`config.mk`:
```
export PLATFORM = sky130hd
export DESIGN_NAME = axi_lite_fetch_master_flat
export DESIGN_NICKNAME = d
export VERILOG_FILES = /design/src/rtl/axi_lite_fetch_master_if.sv /design/src/rtl/axi_lite_fetch_master.sv /design/src/flat_wrapper.sv
export SDC_FILE = /design/constraint.sdc
export NUM_CORES = 1
export LEC_CHECK = 0
export CELL_PAD_IN_SITES_DETAIL_PLACEMENT = 1
export CELL_PAD_IN_SITES_GLOBAL_PLACEMENT = 1
export CORE_MARGIN = 4
export CORE_UTILIZATION = 27
export CTS_CLUSTER_DIAMETER = 30
export DETAILED_ROUTE_END_ITERATION = 7
export PLACE_DENSITY_LB_ADDON = 0.1
export SLEW_MARGIN = 20
export SYNTH_ARGS = -nofsm -noshare
export SYNTH_HDL_FRONTEND = slang
export SYNTH_SLANG_ARGS = --single-unit
```
`constraint.sdc`:
```
create_clock -name CLK -period 2.13 [get_ports CLK]
set_input_delay 0.639 -clock CLK [delete_from_list [all_inputs] [get_ports CLK]]
set_output_delay 0.639 -clock CLK [all_outputs]
set_load 0.01 [all_outputs]
```
`src/rtl/axi_lite_fetch_master_if.sv`:
```
// AXI4-Lite read-only channel bundle (AR + R) between the fetch master and memory.
// The R channel is 64 bits wide; the fetch master only uses the low word.
interface axi_lite_fetch_master_if #(
  parameter int unsigned ADDR_W = 32
);
  logic              arvalid;
  logic [ADDR_W-1:0] araddr;
  logic              arready;
  logic              rvalid;
  logic [63:0]       rdata;
  logic [1:0]        rresp;
  logic              rready;

  modport master (
    output arvalid, araddr, rready,
    input  arready, rvalid, rdata, rresp
  );

  modport slave (
    input  arvalid, araddr, rready,
    output arready, rvalid, rdata, rresp
  );
endinterface

```
`src/rtl/axi_lite_fetch_master.sv`:
```
// Single-outstanding AXI4-Lite instruction-fetch read initiator with alignment check,
// R-beat watchdog, flush discard and a one-entry response holding buffer.
module axi_lite_fetch_master #(
  parameter int unsigned ADDR_W  = 32,
  parameter int unsigned TIMEOUT = 255
) (
  input  logic                   CLK,
  input  logic                   RST,
  input  logic                   req_valid,
  input  logic [ADDR_W-1:0]      req_addr,
  output logic                   req_ready,
  input  logic                   flush,
  output logic                   resp_valid,
  output logic [31:0]            resp_data,
  output logic [1:0]             resp_err,
  input  logic                   resp_ready,
  axi_lite_fetch_master_if.master bus
);

  localparam int unsigned          TMR_W       = 16;
  localparam logic [TMR_W-1:0]     TMR_LAST    = TMR_W'(TIMEOUT - 1);
  localparam logic [1:0]           ERR_ALIGN   = 2'b10;
  localparam logic [1:0]           ERR_TIMEOUT = 2'b11;

  typedef enum logic [1:0] {IDLE, ADDR, DATA, HOLD} state_t;

  state_t            state;
  logic              stale;
  logic              discard;
  logic [TMR_W-1:0]  timer;
  logic              arvalid_q;
  logic [ADDR_W-1:0] araddr_q;
  logic              rready_q;
  logic              stale_done;
  logic              misaligned;
  logic              unused_rdata_hi;

  assign bus.arvalid = arvalid_q;
  assign bus.araddr  = araddr_q;
  assign bus.rready  = rready_q;

  // Orphaned beat absorbed, or gave up waiting for it.
  assign stale_done      = stale && (bus.rvalid || (timer == TMR_LAST));
  assign misaligned      = (req_addr[1:0] != 2'b00);
  assign unused_rdata_hi = ^bus.rdata[63:32];

  always_ff @(posedge CLK) begin
    if (RST) begin
      state      <= IDLE;
      stale      <= 1'b0;
      discard    <= 1'b0;
      timer      <= '0;
      req_ready  <= 1'b1;
      arvalid_q  <= 1'b0;
      araddr_q   <= '0;
      rready_q   <= 1'b0;
      resp_valid <= 1'b0;
      resp_data  <= '0;
      resp_err   <= 2'b00;
    end else begin
      unique case (state)
        IDLE: begin
          if (stale) begin
            if (stale_done) begin
              stale     <= 1'b0;
              rready_q  <= 1'b0;
              req_ready <= 1'b1;
            end else begin
              timer <= timer + TMR_W'(1);
            end
          end else if (req_valid && req_ready && !flush) begin
            req_ready <= 1'b0;
            if (misaligned) begin
              state      <= HOLD;
              resp_valid <= 1'b1;
              resp_data  <= '0;
              resp_err   <= ERR_ALIGN;
            end else begin
              state     <= ADDR;
              arvalid_q <= 1'b1;
              araddr_q  <= req_addr;
            end
          end
        end

        // AR is never retracted; a flush here only marks the beat for discard.
        ADDR: begin
          if (flush) discard <= 1'b1;
          if (bus.arready) begin
            arvalid_q <= 1'b0;
            timer     <= '0;
            rready_q  <= 1'b1;
            state     <= DATA;
          end
        end

        DATA: begin
          if (bus.rvalid) begin
            discard  <= 1'b0;
            rready_q <= 1'b0;
            if (discard || flush) begin
              state     <= IDLE;
              req_ready <= 1'b1;
            end else begin
              state      <= HOLD;
              resp_valid <= 1'b1;
              resp_data  <= bus.rdata[31:0];
              resp_err   <= bus.rresp;
            end
          end else if (flush) begin
            state   <= IDLE;
            stale   <= 1'b1;
            discard <= 1'b0;
            timer   <= '0;
          end else if (timer == TMR_LAST) begin
            stale   <= 1'b1;
            discard <= 1'b0;
            timer   <= '0;
            if (discard) begin
              state <= IDLE;
            end else begin
              state      <= HOLD;
              resp_valid <= 1'b1;
              resp_data  <= '0;
              resp_err   <= ERR_TIMEOUT;
            end
          end else begin
            timer <= timer + TMR_W'(1);
          end
        end

        // rready stays up while stale so a late beat can be absorbed during HOLD.
        HOLD: begin
          if (stale) begin
            if (stale_done) begin
              stale    <= 1'b0;
              rready_q <= 1'b0;
            end else begin
              timer <= timer + TMR_W'(1);
            end
          end
          if (flush || resp_ready) begin
            state      <= IDLE;
            resp_valid <= 1'b0;
            req_ready  <= !stale || stale_done;
          end
        end

        default: state <= IDLE;
      endcase
    end
  end

endmodule

```
`src/flat_wrapper.sv`:
```
// flat-port wrapper written by rule: the top's interface ports become plain ports
module axi_lite_fetch_master_flat 
#(
  parameter int unsigned ADDR_W  = 32,
  parameter int unsigned TIMEOUT = 255
)
  (CLK, RST, req_valid, req_addr, req_ready, flush, resp_valid, resp_data, resp_err, resp_ready, bus_arvalid, bus_araddr, bus_rready, bus_arready, bus_rvalid, bus_rdata, bus_rresp);
  axi_lite_fetch_master_if #(.ADDR_W(ADDR_W)) bus_i ();
  input  logic CLK;
  input  logic RST;
  input  logic req_valid;
  input  logic [ADDR_W-1:0] req_addr;
  output logic req_ready;
  input  logic flush;
  output logic resp_valid;
  output logic [31:0] resp_data;
  output logic [1:0] resp_err;
  input  logic resp_ready;
  output wire logic [$bits(bus_i.arvalid)-1:0] bus_arvalid;
  output wire logic [$bits(bus_i.araddr)-1:0] bus_araddr;
  output wire logic [$bits(bus_i.rready)-1:0] bus_rready;
  input wire logic [$bits(bus_i.arready)-1:0] bus_arready;
  input wire logic [$bits(bus_i.rvalid)-1:0] bus_rvalid;
  input wire logic [$bits(bus_i.rdata)-1:0] bus_rdata;
  input wire logic [$bits(bus_i.rresp)-1:0] bus_rresp;
  assign bus_arvalid = bus_i.arvalid;
  assign bus_araddr = bus_i.araddr;
  assign bus_rready = bus_i.rready;
  assign bus_i.arready = bus_arready;
  assign bus_i.rvalid = bus_rvalid;
  assign bus_i.rdata = bus_rdata;
  assign bus_i.rresp = bus_rresp;
  axi_lite_fetch_master #(.ADDR_W(ADDR_W), .TIMEOUT(TIMEOUT)) u_core (.CLK(CLK), .RST(RST), .req_valid(req_valid), .req_addr(req_addr), .req_ready(req_ready), .flush(flush), .resp_valid(resp_valid), .resp_data(resp_data), .resp_err(resp_err), .resp_ready(resp_ready), .bus(bus_i));
endmodule
```
After elaboration in Yosys (flattened, before gate mapping)
Index checks and enable logic that the tools add are counted.

Add/sub/neg operators: 1. Multiply operators: 0. Divide/modulo/power cells: 0. Order comparisons: 0. Eq/ne operators: 25. Shift operators: 0. Muxes and demuxes: 74. Bitwise gates (word level): 2. Reductions and logical operators: 27.

Operator list (count): 2-to-1 mux 32 bit (8); 2-to-1 mux 16 bit (6); case mux 32 bit (2 select lines) (1); case mux 16 bit (3 select lines) (1); 2-to-1 mux 2 bit (18); 2-to-1 mux 1 bit (32); adder 16 x 1 -> 16 bit (second input constant) (1); == test 16 x 8 -> 1 bit (second input constant) (1); inequality test 2 bit (second input constant) (7); inequality test 2 x 1 -> 1 bit (second input constant) (6); inequality test 3 bit (second input constant) (4); AND reduction 4 bit (3); AND reduction 5 bit (2); nonzero test 2 bit (5); case mux 1 bit (3 select lines) (3); AND reduction 9 bit (1); case mux 2 bit (4 select lines) (1); AND reduction 8 bit (1); inequality test 3 x 2 -> 1 bit (second input constant) (2); case mux 1 bit (2 select lines) (3); AND reduction 3 bit (2); AND reduction 6 bit (1); == test 2 bit (second input constant) (2); logical OR 1 bit (4); other kinds (10) (14).

Bits in registers: 90. Latch bits: 0. RAM bits: 0. Memory bits (read-only): 0. Output and inout bits: 70. Word-level logic and storage cells: 140. Memories kept: 0.

Longest topological paths before layout
Gate-level depths: netlist (run 1).

Word-level depth: 6. Mapped depth: 9. Depth with buffers taken out: 7.

Least setup slack after synthesis (run 1)
OpenSTA, ideal clock, no wires.

Path kind: flip-flop to flip-flop. Start: reg u_core.timer[0]. End: reg u_core.timer[12]. Setup time: 0.117 ns. Data arrival time: 2.114 ns. Required time: 2.013 ns. Slack: -0.101 ns. Stages on the path, launching flop included: 9. Buffers on the path: 1. Path through: dfxtp_1 > inv_1 > ha_1 > or4b_4 > or4_4 > a21oi_4 > buf_4 > o21ai_1 > a22o_1.

Longest elaborated chain between the ends: 5. Elaborated cells on any way between the ends: 12.

RTL lines: start, declared (line axi_lite_fetch_master.sv:30) `logic [TMR_W-1:0] timer;`; start signal, assigned (line axi_lite_fetch_master.sv:69) `timer <= timer + TMR_W'(1);`; start signal, assigned (line axi_lite_fetch_master.sv:128) `timer <= timer + TMR_W'(1);`; start signal, assigned (line axi_lite_fetch_master.sv:139) `timer <= timer + TMR_W'(1);`; adder 16 x 1 -> 16 bit or == test 16 x 8 -> 1 bit (tied branches); 2-to-1 mux 16 bit or logical OR 1 bit (tied branches) (line axi_lite_fetch_master.sv:115, axi_lite_fetch_master.sv:43); 2-to-1 mux 16 bit or logical AND 1 bit (tied branches) (line axi_lite_fetch_master.sv:110, axi_lite_fetch_master.sv:43); 2-to-1 mux 16 bit or inequality test 2 bit (tied branches); case mux 16 bit (3 select lines) or AND reduction 4 bit (tied branches).

Several ways; a longest one is shown, not always the timed one. The select of a mux whose other input is x is not followed. A chain may end at the register's enable or synchronous reset.

Final worst setup path (run 1)
Start: reg u_core.timer[0]. End: reg u_core.resp_data[5].

Longest elaborated chain between the ends: 3.

RTL lines: == test 16 x 8 -> 1 bit (line axi_lite_fetch_master.sv:115) `end else if (timer == TMR_LAST) begin`; inequality test 3 x 2 -> 1 bit (no line); AND reduction 8 bit (no line); end signal, assigned (line axi_lite_fetch_master.sv:107) `resp_data <= bus.rdata[31:0];`; end, declared (line axi_lite_fetch_master.sv:14) `output logic [31:0] resp_data,`.

No other way between the ends.

==> impl_metrics.tcl, run 1 <==
set metrics [dict create \
    wl_per_cell_um 16.5 \
    globalRouteTotalUtil 0.167 \
    worstSkewPairLatency_ps 350 \
    hold_viol_final 0 \
    cp_max_fo 11 \
    path_clk_slew_ps 60 \
    synthAdderAreaFrac 0.0191 \
    drc 0 \
    ir_drop_v 0.000602 \
    synth_xor_area_frac 0 \
    numCtsBuffers 9 \
    cts_sinks 90 \
    vias 4065 \
    rsz0062_at_grt "yes" \
    fillers 1629 \
    routed_wl_um 14000 \
    muxShareOfSynthArea 0.0892 \
    grt_overflow_total 0 \
    violations "setup timing" \
    cts-htree-levels 3 \
    fmax_mhz 420 \
    synth_seq_cells 90 \
    worstPathArrival_ps 2620 \
    dpl.hpwl_um 10000 \
    setup_viol 53 \
    fin_hold_ws_ps 456 \
    antenna_found_initial 0 \
    cts_tree "built" \
    drt_pre_antenna_iters 4 \
    yosysUniqueCellTypes 48 \
    crit_path_end_kind "register" \
    gp_congestion 0.812 \
    area_growth_pct 66.3 \
    synth_top_family_by_area "simple AND/OR/NAND/NOR gates" \
    min_period_over_period 1.12 \
    leakagePower_uw 0.00256 \
    clock_path_buffers 2 \
    final_layout_size_suffix_gt1_frac 0.182 \
    final_common_cell "clkdlybuf4s50_1" \
    placementRows 43 \
    crit_required_ps 2370 \
    holdCritPathClass "reg -> reg" \
    synth_fp_nets 577 \
    power_uw 6310 \
    final_area_um2 6540 \
    fin_crit_ps 2380 \
    postLayoutSetupSlackWorst_ps -251 \
    syn_inst 466 \
    synth-compound-area-share 0.165 \
    synth_edf_count 0 \
    grt_pass1_vias 4347 \
    n_antenna_cell 0 \
    cap_viol_max_count 0 \
    synth-simple-area-share 0.224 \
    dieArea_um2 16500 \
    synth_top_flop_cell "dfxtp_1" \
    drtIter0Drc 110 \
    power_density_nw_per_um2 965 \
    fin_skew_ps 4.41 \
    path_class "reg -> reg" \
    die_width_um 129 \
    die_y_um 129 \
    crit_path_start_kind "register" \
    final_nets 773 \
    yosysWarnings 0 \
    antenna_left 0 \
    viasPerCell 4.80 \
    synth_area_per_cell_um2 8.43 \
    pin_count 175 \
    synth_area_um2 3930 \
    numPlacedInstances 823 \
    final_cells 846 \
    place.port_buffers 142 \
    grt_max_degree 38 \
    cts_root_buffer "clkbuf_16" \
    status "finished with violations" \
    tightest_slew_ps 407 \
    synthArstFlopShare 0 \
    core-area_um2 14000 \
    start_util 0.280 \
    slew_headroom 0.728 \
    place_area_um2 5960 \
    yosysSeqAreaShare 0.459 \
    drv_slew 0 \
    layout_common_cells "clkdlybuf4s50_1, nand2_1, dfxtp_1" \
    grt_pass1_wl_um 21900 \
]
## registers in the layout (all words and copies together), names as in the netlist
| signal | count |
|---|---|
| u_core.state | 2 |
| u_core.resp_err | 2 |
| u_core.resp_data | 32 |
| u_core.stale | 1 |
| u_core.bus.araddr | 32 |
| u_core.discard | 1 |
| u_core.bus.rready | 1 |
| u_core.bus.arvalid | 1 |
| u_core.timer | 16 |
| u_core.req_ready | 1 |
| u_core.resp_valid | 1 |
## power breakdown
group	internal, uW	total [uW]	switching [uW]
clock	1020	1670	651
sequential	1800	1880	75.7
combinational	1420	2760	1330
total	4250	6310	2060
## logic make-up (layout without fill, tap and decap cells)
kind of cell / count (synthesis) / after routing
AND/OR/NAND/NOR: 200 / 201
adder cells (fa/ha/maj): 6 / 6
flip-flops: 90 / 90
buffers and inverters: 39 / 238
multiplexers: 35 / 35
AO/OA/AOI/OAI: 96 / 96
## worst max-delay path, cell delays in order, from the launching register on
cell and delay (ps):
dfxtp_2 320, inv_2 50, ha_2 150, or4b_4 480, or4_4 470, buf_6 140, o211ai_4 190, nand2_4 120
buf_12 180, mux2i_2 150
## metrics by stage
step,utilization,setup TNS [ps],setup WS (ps)
floorplan,-,-1620,-67.4
global placement,0.424,-25190,-461
detailed placement,0.424,-28160,-519
CTS,0.456,-11610,-257
global route,0.465,-14930,-339
finish,0.465,-10250,-251
## routing by layer
layer	wire length (um)	vias up	global-route usage
li1	-	1988	-
met1	5740	1964	0.187
met4	244	0	0.0556
met2	7160	92	0.300
met3	841	21	0.0519
met5	0	-	0
## synthesized netlist by cell type (5+ instances only)
cell type,count,area share
a22o_1,8,0.018
nor3_1,6,0.0076
o21ai_1,7,0.0089
nand3_1,5,0.0064
dfxtp_1,90,0.46
and3_1,8,0.013
o22ai_1,6,0.0096
o21ai_0,7,0.0089
a21oi_1,38,0.048
nand2_1,142,0.14
mux2i_1,35,0.089
ha_1,6,0.019
nor2b_1,5,0.0080
inv_1,13,0.012
nor2_1,14,0.013
clkbuf_1,22,0.021
## timing repair
action                                 in CTS  in global routing
resized for setup                          21                 29
setup endpoints to repair                  54                 64
setup buffers                               6                  3
hold buffers                                0                  0
endpoints found under the hold margin       0                  0
cloned                                      1                  2
pin swaps                                  10                 28
## layout make-up
type / count / area (um2) / area share
Clock buffer: 12 / 236 / 0.0362
Clock inverter: 3 / 65.1 / 0.00996
Inverter: 13 / 48.8 / 0.00747
Multi-Input combinational cell: 338 / 2130 / 0.325
Sequential cell: 90 / 1800 / 0.276
Tap cell: 180 / 225 / 0.0345
Timing Repair Buffer: 210 / 2030 / 0.310
## final timing paths
kind / cells after the start / slack (ps) / end / startpoint
max: 9 / -250 / u_core.resp_data[5] / u_core.timer[0]
min: 2 / 460 / u_core.bus.araddr[9] / u_core.bus.araddr[9]
max reg2reg: 9 / -250 / u_core.resp_data[5] / u_core.timer[0]
min reg2reg: 2 / 460 / u_core.bus.araddr[9] / u_core.bus.araddr[9]
Power figures use the tool's default switching activity.
==> run 2, diff against run 1 <==
--- a/config.mk
+++ b/config.mk
@@ -12,6 +12,7 @@
 export CTS_CLUSTER_DIAMETER = 30
 export DETAILED_ROUTE_END_ITERATION = 7
 export PLACE_DENSITY_LB_ADDON = 0.1
+export SKIP_CTS_REPAIR_TIMING = 1
 export SLEW_MARGIN = 20
 export SYNTH_ARGS = -nofsm -noshare
 export SYNTH_HDL_FRONTEND = slang
==> run 2 against run 1 <==
The run still ends with setup timing left. Critical path depth unchanged. Non-clock buffer count down 2. Wire length is 2.3% lower. Total power fell by 2.9%. Clock skew up 0.89 ps. First-iteration DRC count is 27% lower. Clock power hardly changed. Worst hold slack is essentially flat. Via count is 1.4% lower. Critical path type unchanged.
==> impl_metrics.tcl, run 2 (same netlist as run 1, synthesis figures left out) <==
set metrics [dict create \
    status "finished with violations" \
    violations "setup timing" \
    numCtsBuffers 9 \
    path_clk_slew_ps 60 \
    vias 4008 \
    fin_crit_ps 2390 \
    final_area_um2 6440 \
    layout_common_cells "clkdlybuf4s50_1, nand2_1, dfxtp_1" \
    gp_congestion 0.812 \
    dpl.hpwl_um 10000 \
    drv_slew 0 \
    path_cells "inv_2, ha_1, or4b_4, buf_6, o41ai_4, buf_4, o2111ai_4, or3_1, a21oi_1" \
    multi_input_area_um2 2060 \
    regArea_um2 1800 \
    pin_count 175 \
    grt_overflow_total 0 \
    grt_pass1_wl_um 21500 \
    dieArea_um2 16500 \
    cp_top_family "simple AND/OR/NAND/NOR gates" \
    placementRows 43 \
    worstSkewPairLatency_ps 350 \
    crit_path_end_kind "register" \
    fmax_mhz 418 \
    tightest_slew_ps 417 \
    ir_drop_v 0.000509 \
    die_y_um 129 \
    crit_required_ps 2410 \
    core-area_um2 14000 \
    drtIter0Drc 80 \
    leakagePower_uw 0.00253 \
    path_class "reg -> reg" \
    place.port_buffers 142 \
    cts-htree-levels 3 \
    viasPerCell 4.75 \
    slew_headroom 0.722 \
    fin_skew_ps 5.30 \
    crit_path_start_kind "register" \
    cts_tree "built" \
    n_antenna_cell 0 \
    globalRouteTotalUtil 0.164 \
    grt_max_degree 38 \
    power_uw 6130 \
    final_layout_size_suffix_gt1_frac 0.160 \
    grt_pass1_vias 4285 \
    cts_sinks 90 \
    start_util 0.280 \
    max_stage_delay_ps 480 \
    final_nets 771 \
    min_period_over_period 1.12 \
    final_common_cell "clkdlybuf4s50_1" \
    hold_viol_final 0 \
    fillers 1629 \
    worstPathArrival_ps 2670 \
    drt_pre_antenna_iters 4 \
    crit_buf_inv 3 \
    crit_slowest_cell "or4b_4" \
    antenna_found_initial 0 \
    area_growth_pct 63.9 \
    cap_viol_max_count 0 \
    setup_viol 54 \
    cts_root_buffer "clkbuf_16" \
    place_area_um2 5960 \
    clock_path_buffers 2 \
    power_density_nw_per_um2 951 \
    rsz0062_at_grt "yes" \
    postLayoutSetupSlackWorst_ps -262 \
    wl_per_cell_um 16.2 \
    drc 0 \
    fin_hold_ws_ps 456 \
    routed_wl_um 13700 \
    antenna_left 0 \
    die_width_um 129 \
    holdCritPathClass "reg -> reg" \
    cp_max_fo 3 \
]
run 2: cell types whose count changed in the layout (fill, tap and decap cells not counted), moves of 2 or more:
cell,previous run,this run
buf_6,11,7
a21oi_1,33,36
buf_4,53,55
a21oi_2,5,2
o21ai_2,7,1
o21ai_1,1,7
run 2: per-layer routing:
metal,up-vias,routed length [um],share of wire,global-route usage
li1,1982,-,-,-
met3,17,838,0.061,0.0515
met4,0,196,0.014,0.0531
met1,1920,5670,0.42,0.185
met5,-,0,0,0
met2,89,6950,0.51,0.293
run 2: layout make-up:
class                   instances  share of cell area
well taps                     180              0.0350
inverters                      13             0.00758
clock inverters                 3              0.0101
multi-input cells             338               0.320
clock buffers                  12              0.0367
repair buffers                208               0.310
flip-flops and latches         90               0.280
run 2: final timing paths:
path / startpoint / depth (start not counted) / to / slack (ps)
setup / recovery: u_core.timer[0] / 9 / u_core.state[1] / -260
hold reg to reg: u_core.bus.araddr[9] / 2 / u_core.bus.araddr[9] / 460
setup reg to reg: u_core.timer[0] / 9 / u_core.state[1] / -260
hold / removal: u_core.bus.araddr[9] / 2 / u_core.bus.araddr[9] / 460
run 2: through the flow:
stage               setup WS (ps)  TNS (ps)   util  cells
detailed placement           -519    -28160  0.424    823
global route                 -367    -15320  0.459    844
global placement             -461    -25190  0.424    823
CTS                          -291    -10220  0.446    838
floorplan                   -67.4     -1620      -    466
finish                       -262     -9630  0.459    844
run 2: worst reg2reg max path: cells and delay by family, from the launching register on:
kind                     cells  cell delay (ps)
buffers and inverters        3              370
adder cells (fa/ha/maj)      1              130
AO/OA/AOI/OAI                3              630
flip-flops                   1              320
AND/OR/NAND/NOR              2              860
run 2: where the power goes:
part	total, uW	switching, uW	internal [uW]	leakage [uW]
logic	2580	1250	1330	0.00165
registers	1880	72.9	1800	0.000728
clock network	1670	650	1020	0.000147
==> run 3, diff against run 2 <==
--- a/config.mk
+++ b/config.mk
@@ -13,7 +13,7 @@
 export DETAILED_ROUTE_END_ITERATION = 7
 export PLACE_DENSITY_LB_ADDON = 0.1
 export SKIP_CTS_REPAIR_TIMING = 1
-export SLEW_MARGIN = 20
+export SLEW_MARGIN = 10
 export SYNTH_ARGS = -nofsm -noshare
 export SYNTH_HDL_FRONTEND = slang
 export SYNTH_SLANG_ARGS = --single-unit
==> results of run 3 <==
Same layout as run 2: the final DEF is identical, and so are final timing and power.
